`config.mk`:
```
export PLATFORM = sky130hd
export DESIGN_NAME = mem_stall_ctrl
export DESIGN_NICKNAME = d
export VERILOG_FILES = /design/src/rtl/mem_stall_ctrl.sv
export SDC_FILE = /design/constraint.sdc
export NUM_CORES = 1
export LEC_CHECK = 0
export CORE_MARGIN = 3
export CORE_UTILIZATION = 25
export CTS_CLUSTER_DIAMETER = 100
export DETAILED_ROUTE_END_ITERATION = 7
export PLACE_DENSITY = 0.41
export SLEW_MARGIN = 40
export SYNTH_ARGS = -nofsm -noshare
export SYNTH_HDL_FRONTEND = slang
export SYNTH_SLANG_ARGS = --single-unit
export TNS_END_PERCENT = 1
```
`constraint.sdc`:
```
create_clock -name clk_i -period 6.1 [get_ports clk_i]
set_input_delay 1.22 -clock clk_i [delete_from_list [all_inputs] [get_ports clk_i]]
set_output_delay 1.22 -clock clk_i [all_outputs]
set_load 0.1 [all_outputs]
```
`src/rtl/mem_stall_ctrl.sv`:
```
// Data-memory access sequencer: drives the dmem handshake, freezes the pipeline
// while an access is outstanding and merges hazard-unit stalls/flushes.
module mem_stall_ctrl #(
    parameter int TIMEOUT_CYCLES = 256,
    parameter int CNT_W          = 32
) (
    input  logic             clk_i,
    input  logic             rst_i,
    input  logic             mem_access_i,
    input  logic             mem_we_i,
    input  logic             dmem_gnt_i,
    input  logic             dmem_rvalid_i,
    input  logic             hz_stall_f_i,
    input  logic             hz_stall_d_i,
    input  logic             hz_flush_d_i,
    input  logic             hz_flush_e_i,
    input  logic             pc_src_e_i,
    output logic             dmem_req_o,
    output logic             stall_f_o,
    output logic             stall_d_o,
    output logic             stall_e_o,
    output logic             stall_m_o,
    output logic             flush_d_o,
    output logic             flush_e_o,
    output logic             flush_w_o,
    output logic             redirect_en_o,
    output logic             bus_err_o,
    output logic [CNT_W-1:0] stall_cnt_o
);

    localparam int TW = (TIMEOUT_CYCLES > 2) ? $clog2(TIMEOUT_CYCLES) : 1;
    localparam logic [TW-1:0] LIM = TW'(TIMEOUT_CYCLES - 1);

    typedef enum logic [1:0] {
        IDLE,
        WAIT_GNT,
        WAIT_RSP
    } state_t;

    state_t           r_state;
    logic [TW-1:0]    r_cnt;
    logic             r_bus_err;
    logic [CNT_W-1:0] r_stall_cnt;

    logic w_idle;
    logic w_done_nat;
    logic w_timeout;
    logic w_done;
    logic w_mem_stall;

    always_comb begin
        w_done_nat = 1'b0;
        unique case (r_state)
            IDLE:     w_done_nat = mem_access_i & dmem_gnt_i
                                   & (mem_we_i | dmem_rvalid_i);
            WAIT_GNT: w_done_nat = dmem_gnt_i & (mem_we_i | dmem_rvalid_i);
            WAIT_RSP: w_done_nat = dmem_rvalid_i;
            default:  w_done_nat = 1'b0;
        endcase
    end

    assign w_idle      = (r_state == IDLE);
    // A wait that reaches the limit completes anyway, flagged as a bus error.
    assign w_timeout   = !w_idle && (r_cnt == LIM) && !w_done_nat;
    assign w_done      = w_done_nat | w_timeout;
    assign w_mem_stall = !rst_i && (!w_idle || mem_access_i) && !w_done;

    assign dmem_req_o    = !rst_i
                           && ((w_idle && mem_access_i) || r_state == WAIT_GNT);
    assign stall_f_o     = hz_stall_f_i | w_mem_stall;
    assign stall_d_o     = hz_stall_d_i | w_mem_stall;
    assign stall_e_o     = w_mem_stall;
    assign stall_m_o     = w_mem_stall;
    assign flush_w_o     = w_mem_stall;
    assign flush_d_o     = hz_flush_d_i & !w_mem_stall;
    assign flush_e_o     = hz_flush_e_i & !w_mem_stall;
    assign redirect_en_o = pc_src_e_i & !w_mem_stall;
    assign bus_err_o     = r_bus_err;
    assign stall_cnt_o   = r_stall_cnt;

    always_ff @(posedge clk_i or posedge rst_i) begin
        if (rst_i) begin
            r_state     <= IDLE;
            r_cnt       <= '0;
            r_bus_err   <= 1'b0;
            r_stall_cnt <= '0;
        end else begin
            r_bus_err <= w_timeout;
            if (w_mem_stall && r_stall_cnt != '1)
                r_stall_cnt <= r_stall_cnt + 1'b1;
            unique case (r_state)
                IDLE: begin
                    r_cnt <= '0;
                    if (mem_access_i && !w_done)
                        r_state <= dmem_gnt_i ? WAIT_RSP : WAIT_GNT;
                end
                WAIT_GNT: begin
                    if (w_done) begin
                        r_state <= IDLE;
                    end else begin
                        r_cnt <= r_cnt + 1'b1;
                        if (dmem_gnt_i)
                            r_state <= WAIT_RSP;
                    end
                end
                WAIT_RSP: begin
                    if (w_done)
                        r_state <= IDLE;
                    else
                        r_cnt <= r_cnt + 1'b1;
                end
                default: r_state <= IDLE;
            endcase
        end
    end

endmodule

```
==> impl_metrics.yaml, run 1 <==
status:
  outcome: "completed"
clock_tree:
  cts_inserted_buffers: 5
  post_cts_resized: 0
  cts-root-buf: "clkbuf_8"
  ctsHoldBuffers: 0
  clock_sinks: 43
  cts_tree: "built"
  clock_path_buffers: 2
  clkLatencyLatePin_ns: 0.29
  htreeDepth: 2
  path_clk_slew_ns: 0.08
  cts_setup_buffers: 0
sta:
  setup_tns_ns: 0
  relSlewSlack_pct: 50.2
  fmax_mhz: 214
  rsz0062_at_grt: "false"
  tightest_slew_ns: 0.742
  finalCritPeriodShare_pct: 76.6
  drv_slew: 0
  fin_crit_ns: 4.67
  setup_violations: 0
  hold_viol_final: 0
  skew_ns: 0.00649
worst_setup_path:
  max_stage_delay_ns: 0.53
  reg2reg_to: "stall_cnt_o[1]$_DFFE_PP0P_"
  cpMaxStageDelayCell: "clkdlybuf4s50_1"
  r2r_start: "r_state[0]$_DFFE_PP0P_"
  critical_path.most_common_cell: "buf_4"
  crit_type: "input port to output pin"
  endpoint_kind: "output pin"
  crit_fanout: 37
  cp.arrival_ns: 3.45
  crit_required_ns: 4.88
  cp-start-kind: "input port"
  rr_worst_depth: 8
  r2r_setup_slack_ns: 3.35
  crit_chain: "clkdlybuf4s50_1, o21ai_0, a211oi_2, or4_1, buf_4, and2_1, buf_4"
global_routing:
  grt_max_degree: 38
  grt_pass1_wl_um: 9880
  antenna_found_initial: 0
  grt.total_usage_pct: 10.9
  grt_pass1_vias: 1917
  grt-ovfl-total: 0
power_and_ir_drop:
  swShare_pct: 55.9
  p_per_area_nw_per_um2: 436
  power_mw: 1.30
  power_frac_seq_pct: 31.7
  p_int_mw: 0.573
  comb_power_share_pct: 53.7
  power_switching_mw: 0.727
  max-vdd-ir-drop_v: 0.000239
  leakage_nw: 1.29
  pwr-share-clk_pct: 14.6
cells_and_area:
  syn_to_final_growth_pct: 22.6
  fillers: 1010
  nets: 308
  stdcell_count: 420
  layout-drive-gt1-share_pct: 22.7
  layout_commonest_cell: "dfrtp_1"
  fin_util_pct: 31.8
  layout_common_cells: "dfrtp_1 (43), buf_2 (34), xor2_1 (30)"
  diodes: 0
die:
  start_util_pct: 26.0
  die_area_um2: 11000
  core_area_um2: 9370
  ios: 53
  die_x_um: 105
  die_h_um: 105
  rows: 35
job:
  drv_cap: 0
routing:
  drc_errors: 0
  drt_wl_total_um: 5770
  wl_per_cell_um: 13.7
  ant_nets: 0
  viasPerCell: 4.60
  dr.pass1.iters: 6
  drt_iter0_markers: 98
  via_count: 1934
placed_design:
  io_buffers: 52
  dp.cells: 413
  gp_congestion: 0.694
  hpwl_um: 4050
synth:
  synth-warning-count: 0
  synth_cell_types: 41
  syn-cell-area_um2: 2430
  syn_inst: 239
  ys_seq_area_share_pct: 44.2
  syn_nets: 256
  avgSynthCellArea_um2: 10.2
  ys_ff_latch: 43
min_path:
  hold_end: "stall_cnt_o[22]$_DFFE_PP0P_"
  holdCritStartpoint: "stall_cnt_o[22]$_DFFE_PP0P_"
  whs_path_depth: 1
  worstHoldPathType: "register to register"
## synth_stat cells
cell       number  share of area (%)
nor4_2          1               0.51
inv_1           7                1.1
nand3_1        16                3.3
nor3b_2         1               0.51
o21ai_0         5                1.0
and3_1          3               0.77
nor4_1          7                1.8
xor2_1         30                 11
clkbuf_1        2               0.31
xnor2_1         3                1.1
o2bb2ai_1       1               0.36
buf_4           2               0.62
nor2_1         12                1.9
mux2i_1         4                1.6
buf_1           1               0.15
nand2_1        18                2.8
nor4b_2         1               0.62
dfrtp_1        43                 44
a311o_1         1               0.41
a31o_2          1               0.36
buf_6           2               0.93
nand4b_1        1               0.36
a21oi_1         5                1.0
mux2_2          2               0.93
a221oi_2        1               0.62
nor2b_1         2               0.51
nand4_1        11                2.8
nor3_1         19                3.9
nor4_4          4                3.5
a32o_1          2               0.82
o221ai_1        1               0.36
or4_1           1               0.31
and2_1          6                1.5
buf_2           4               0.82
nor3b_1         1               0.31
a211oi_2        1               0.51
or2_2           1               0.26
and4_1          5                1.8
nand2b_1        4                1.0
o32ai_1         1               0.36
ha_1            6                3.1
## layout make-up
type	count	area, um2	share of cell area, %
Tap cell	129	161	5.41
Inverter	7	26.3	0.881
Clock buffer	6	82.6	2.77
Clock inverter	1	5.00	0.168
Multi-Input combinational cell	178	1270	42.6
Timing Repair Buffer	56	360	12.1
Sequential cell	43	1080	36.1
## registers in the layout, summed over array words and instances (netlist names)
register	cells
bus_err_o	1
r_cnt	8
r_state	2
stall_cnt_o	32
## power groups by stage
stage	clock (mW)	combinational (mW)	sequential, mW
after floorplan	0	0.328	0.674
after global placement	0	0.741	0.421
after detailed placement	0	0.699	0.418
after CTS	0.200	0.702	0.413
after global routing	0.211	0.738	0.425
final	0.190	0.699	0.412
## worst max path at each step
stage,slack (ns),from,end,depth (start not counted)
finish,1.43,dmem_rvalid_i,flush_e_o,7
global route,1.24,dmem_rvalid_i,flush_e_o,7
CTS,1.41,dmem_rvalid_i,flush_e_o,7
detailed placement,1.41,dmem_rvalid_i,flush_d_o,7
global placement,1.44,dmem_rvalid_i,flush_d_o,7
floorplan,1.41,dmem_rvalid_i,stall_e_o,7
## per-layer routing
| layer | track usage (%) | vias to the layer above | routed length (um) |
|---|---|---|---|
| met5 | 0 | - | 0 |
| met2 | 17.5 | 30 | 2730 |
| met1 | 15.0 | 937 | 2800 |
| met3 | 2.10 | 7 | 178 |
| met4 | 3.37 | 0 | 59 |
| li1 | - | 960 | - |
## worst max-delay path: cells and delay by family
kind	cells	cell delay, ns
and+or+nand+nor	2	0.39
AOI/OAI and AO/OA	2	0.60
buffers and inverters	3	1.21
## cells by family after synthesis
logic type,synth area share (%)
simple gates,28.5
flops,44.2
xor+xnor,11.9
compound gates,5.86
buf+inv,3.91
mux,2.57
fa+ha+maj,3.08
## per-stage QoR
stage / instance area, um2 / hold WS (ns) / worst slack [ns]
after floorplan: 2430 / 0.487 / 1.41
after global placement: 3070 / 0.479 / 1.44
after detailed placement: 2900 / 0.479 / 1.41
after CTS: 2980 / 0.496 / 1.41
after global routing: 2980 / 0.519 / 1.24
final: 2980 / 0.485 / 1.43
Power figures use the tool's default switching activity.
==> inputs of run 2 (changes only) <==
clock period = 4.74 ns   (was 6.1 ns; I/O delays follow)
==> impl_metrics.yaml, run 2 (synthesized netlist as in run 1, its figures left out) <==
status:
  outcome: "completed"
global_routing:
  grt_pass1_vias: 1957
  grt_pass1_wl_um: 9990
  grt_max_degree: 32
  grt-ovfl-total: 0
  antenna_found_initial: 0
  grt.total_usage_pct: 11.1
cells_and_area:
  diodes: 0
  layout-drive-gt1-share_pct: 22.3
  layout_common_cells: "dfrtp_1 (43), buf_2 (33), xor2_1 (30)"
  fillers: 1002
  layout_commonest_cell: "dfrtp_1"
  nets: 308
  register_area_um2: 1080
  syn_to_final_growth_pct: 27.4
  multi_input_area_um2: 1270
  largest_register_ffs: 32
sta:
  skew_ns: 0.0109
  relSlewSlack_pct: 55.7
  rsz0062_at_grt: "false"
  final.setup.worst_slack_ns: 0.759
  fmax_mhz: 251
  hold_viol_final: 0
  fin_crit_ns: 3.98
  setup_tns_ns: 0
  setup_violations: 0
  tightest_slew_ns: 0.663
  finalCritPeriodShare_pct: 84.0
  drv_slew: 0
routing:
  dr.pass1.iters: 4
  drt_iter0_markers: 36
  drc_errors: 0
  viasPerCell: 4.55
  wl_per_cell_um: 13.9
  ant_nets: 0
  drt_wl_total_um: 5820
  via_count: 1910
clock_tree:
  clock_path_buffers: 2
  cts_inserted_buffers: 5
  cts_tree: "built"
  ctsHoldBuffers: 0
  post_cts_resized: 0
  path_clk_slew_ns: 0.08
  htreeDepth: 2
  cts_setup_buffers: 0
  cts-root-buf: "clkbuf_8"
  clock_sinks: 43
  clkLatencyLatePin_ns: 0.29
worst_setup_path:
  crit_fanout: 7
  crit_required_ns: 3.79
  cpMaxStageDelayCell: "or4_1"
  crit_path_start: "dmem_rvalid_i"
  max_stage_delay_ns: 0.69
  crit_chain: "clkdlybuf4s50_1, a221oi_2, a211oi_2, or4_1, inv_1, buf_12"
  reg2reg_to: "stall_cnt_o[1]$_DFFE_PP0P_"
  r2r_start: "r_state[0]$_DFFE_PP0P_"
  crit_type: "input port to output pin"
  endpoint_kind: "output pin"
  crit_end: "stall_m_o"
  cp.arrival_ns: 3.03
  cp-start-kind: "input port"
  r2r_setup_slack_ns: 1.82
  rr_worst_depth: 8
power_and_ir_drop:
  max-vdd-ir-drop_v: 0.000182
  power_switching_mw: 0.941
  pwr-share-clk_pct: 15.9
  power_frac_seq_pct: 30.1
  p_int_mw: 0.816
  power_mw: 1.76
  swShare_pct: 53.6
  leakage_nw: 1.33
  p_per_area_nw_per_um2: 567
  comb_power_share_pct: 54.0
min_path:
  worstHoldPathType: "register to register"
placed_design:
  hpwl_um: 4220
  gp_congestion: 0.700
  dp_slack_ns: 0.719
  io_buffers: 52
die:
  die_x_um: 105
  start_util_pct: 26.0
  die_area_um2: 11000
  ios: 53
  rows: 35
  core_area_um2: 9370
  die_h_um: 105
job:
  drv_cap: 0
run 2: cell count changes in the layout (fill, tap and decap cells not counted):
cell       change
clkbuf_1       +1
buf_4          -7
clkbuf_8       -1
clkinv_2       -1
bufinv_16      +1
buf_2          -1
buf_12         +8
run 2: through the flow:
step	hold slack (ns)	utilization [%]	cells	instance area, um2
floorplan	0.487	-	239	2430
global placement	0.480	33.8	413	3160
detailed placement	0.476	32.0	413	3000
CTS	0.493	33.1	420	3100
global route	0.519	33.1	420	3100
finish	0.490	33.1	420	3100
run 2: worst max-delay path: cells and delay by family:
family                 cells  cell delay (ns)
AND/OR/NAND/NOR            1             0.69
buffers and inverters      3             0.96
AO/OA/AOI/OAI              2             0.43
run 2: power by group through the flow:
stage,Combinational (mW),Sequential [mW],Clock (mW)
6_report,0.948,0.530,0.279
5_1_grt,1.00,0.548,0.309
4_1_cts,0.955,0.531,0.295
3_3_place_gp,0.999,0.541,0
2_1_floorplan,0.423,0.868,0
3_5_place_dp,0.953,0.538,0
run 2: layer usage:
layer / GRT usage (%) / vias to the layer above / share of wire (%)
li1: - / 960 / -
met1: 15.3 / 905 / 49
met2: 17.5 / 37 / 47
met3: 2.22 / 8 / 3.0
met4: 3.37 / 0 / 1.4
met5: 0 / - / 0
run 2: cell type report:
class                   instances  share of cell area, %
clock buffers                   6                   2.34
well taps                     129                   5.21
multi-input cells             178                   41.0
inverters                       7                  0.847
repair buffers                 56                   14.9
flip-flops and latches         43                   34.7
clock inverters                 1                  0.969
run 2: worst min path at each step:
stage                                           start                           to  slack, ns  cells after the start
final                     stall_cnt_o[28]$_DFFE_PP0P_  stall_cnt_o[28]$_DFFE_PP0P_       0.49                      1
after global routing      stall_cnt_o[26]$_DFFE_PP0P_  stall_cnt_o[26]$_DFFE_PP0P_       0.52                      1
after CTS                 stall_cnt_o[26]$_DFFE_PP0P_  stall_cnt_o[26]$_DFFE_PP0P_       0.49                      1
after detailed placement  stall_cnt_o[26]$_DFFE_PP0P_  stall_cnt_o[26]$_DFFE_PP0P_       0.48                      1
after global placement    stall_cnt_o[26]$_DFFE_PP0P_  stall_cnt_o[26]$_DFFE_PP0P_       0.48                      1
after floorplan                  r_cnt[4]$_DFFE_PP0P_         r_cnt[4]$_DFFE_PP0P_       0.49                      1
==> inputs of run 3 (changes only) <==
PLACE_DENSITY = 0.43   (was 0.41)
clock period = 3.5 ns   (was 4.74 ns; I/O delays follow)
==> impl_metrics.yaml, run 3 (synthesized netlist as in run 1, its figures left out) <==
cells_and_area:
  layout_commonest_cell: "dfrtp_1"
  syn_to_final_growth_pct: 30.5
  layout_common_cells: "dfrtp_1 (43), buf_4 (35), xor2_1 (30)"
  nets: 311
  diodes: 0
  final_area_um2: 3180
  largest_register_ffs: 32
  layout-drive-gt1-share_pct: 24.1
worst_setup_path:
  cp.arrival_ns: 2.55
  crit_required_ns: 2.80
  endpoint_kind: "output pin"
  crit_type: "input port to output pin"
  crit_fanout: 7
  cp-start-kind: "input port"
sta:
  rsz0062_at_grt: "false"
  setup_tns_ns: 0
  fmax_mhz: 308
  tightest_slew_ns: 0.661
  relSlewSlack_pct: 55.8
  hold_viol_final: 0
  finalCritPeriodShare_pct: 92.8
  skew_ns: 0.00553
  setup_violations: 0
  drv_slew: 0
  fin_crit_ns: 3.25
routing:
  viasPerCell: 4.57
  ant_nets: 0
  wl_per_cell_um: 13.6
  wl_met3_um: 162
  maxUsedRoutingLayer: "met4"
  drc_errors: 0
  via_count: 1938
  wl_met1_um: 2770
  drt_wl_total_um: 5790
  drt_iter0_markers: 45
  routed-wl-met2_um: 2750
  dr.pass1.iters: 4
clock_tree:
  path_clk_slew_ns: 0.08
  cts_tree: "built"
  htreeDepth: 2
  cts_setup_buffers: 0
  clock_path_buffers: 2
  cts_inserted_buffers: 5
  post_cts_resized: 0
  clkLatencyLatePin_ns: 0.29
  cts-root-buf: "clkbuf_8"
  ctsHoldBuffers: 0
  clock_sinks: 43
die:
  core_area_um2: 9370
  start_util_pct: 26.0
  ios: 53
  rows: 35
  die_h_um: 105
  die_area_um2: 11000
  die_x_um: 105
status:
  outcome: "completed"
power_and_ir_drop:
  leakage_nw: 1.35
  power_mw: 2.36
  max-vdd-ir-drop_v: 0.000356
  p_per_area_nw_per_um2: 741
min_path:
  worstHoldPathType: "register to register"
global_routing:
  grt.total_usage_pct: 10.9
  grt_max_degree: 32
  antenna_found_initial: 0
  grt_pass1_vias: 1994
  grt-ovfl-total: 0
  grt_pass1_wl_um: 9820
placed_design:
  io_buffers: 52
  dpl_cell_area_um2: 3090
  hpwl_um: 4290
  gp_congestion: 0.726
job:
  drv_cap: 0
==> run 3: path summary, 6_finish.rpt <==
path,startpoint,slack [ns],cells past startpoint,endpoint
min in group asynchronous,rst_i,0.79,2,r_state[0]$_DFFE_PP0P_
max,dmem_rvalid_i,0.25,6,flush_e_o
min reg2reg,stall_cnt_o[28]$_DFFE_PP0P_,0.48,1,stall_cnt_o[28]$_DFFE_PP0P_
max reg2reg,r_state[0]$_DFFE_PP0P_,0.74,8,stall_cnt_o[1]$_DFFE_PP0P_
min,stall_cnt_o[28]$_DFFE_PP0P_,0.48,1,stall_cnt_o[28]$_DFFE_PP0P_
max in group asynchronous,rst_i,2.14,3,stall_cnt_o[16]$_DFFE_PP0P_
==> run 3: per-layer routing <==
layer,global-route usage [%],vias to the layer above
li1,-,963
met1,14.7,941
met2,17.3,27
met3,2.04,7
met4,4.31,0
met5,0,-
==> run 3: cell type report <==
type	instances	area, um2
flip-flops and latches	43	1080
repair buffers	59	553
clock buffers	7	76.3
multi-input cells	178	1270
inverters	7	30.0
fillers	1001	6190
well taps	129	161
clock inverters	1	5.00
==> run 3: power by group <==
group | switching, mW | internal [mW]
Sequential | 0.133 | 0.588
Clock | 0.169 | 0.140
Combinational | 0.975 | 0.350
==> run 3: critical path, stage by stage <==
cell	delay, ns
clkdlybuf4s50_1	0.47
a221oi_2	0.31
a211oi_2	0.08
or4_4	0.59
and2_1	0.22
buf_12	0.17
==> run 3: per-stage QoR <==
stage / cells / setup WS (ns) / hold slack (ns) / util (%)
2_1_floorplan: 239 / 0.112 / 0.487 / -
3_3_place_gp: 416 / 0.0788 / 0.476 / 33.3
3_5_place_dp: 416 / 0.0716 / 0.476 / 33.0
4_1_cts: 424 / 0.0699 / 0.492 / 33.9
5_1_grt: 424 / 0.151 / 0.511 / 33.9
6_report: 424 / 0.252 / 0.483 / 33.9
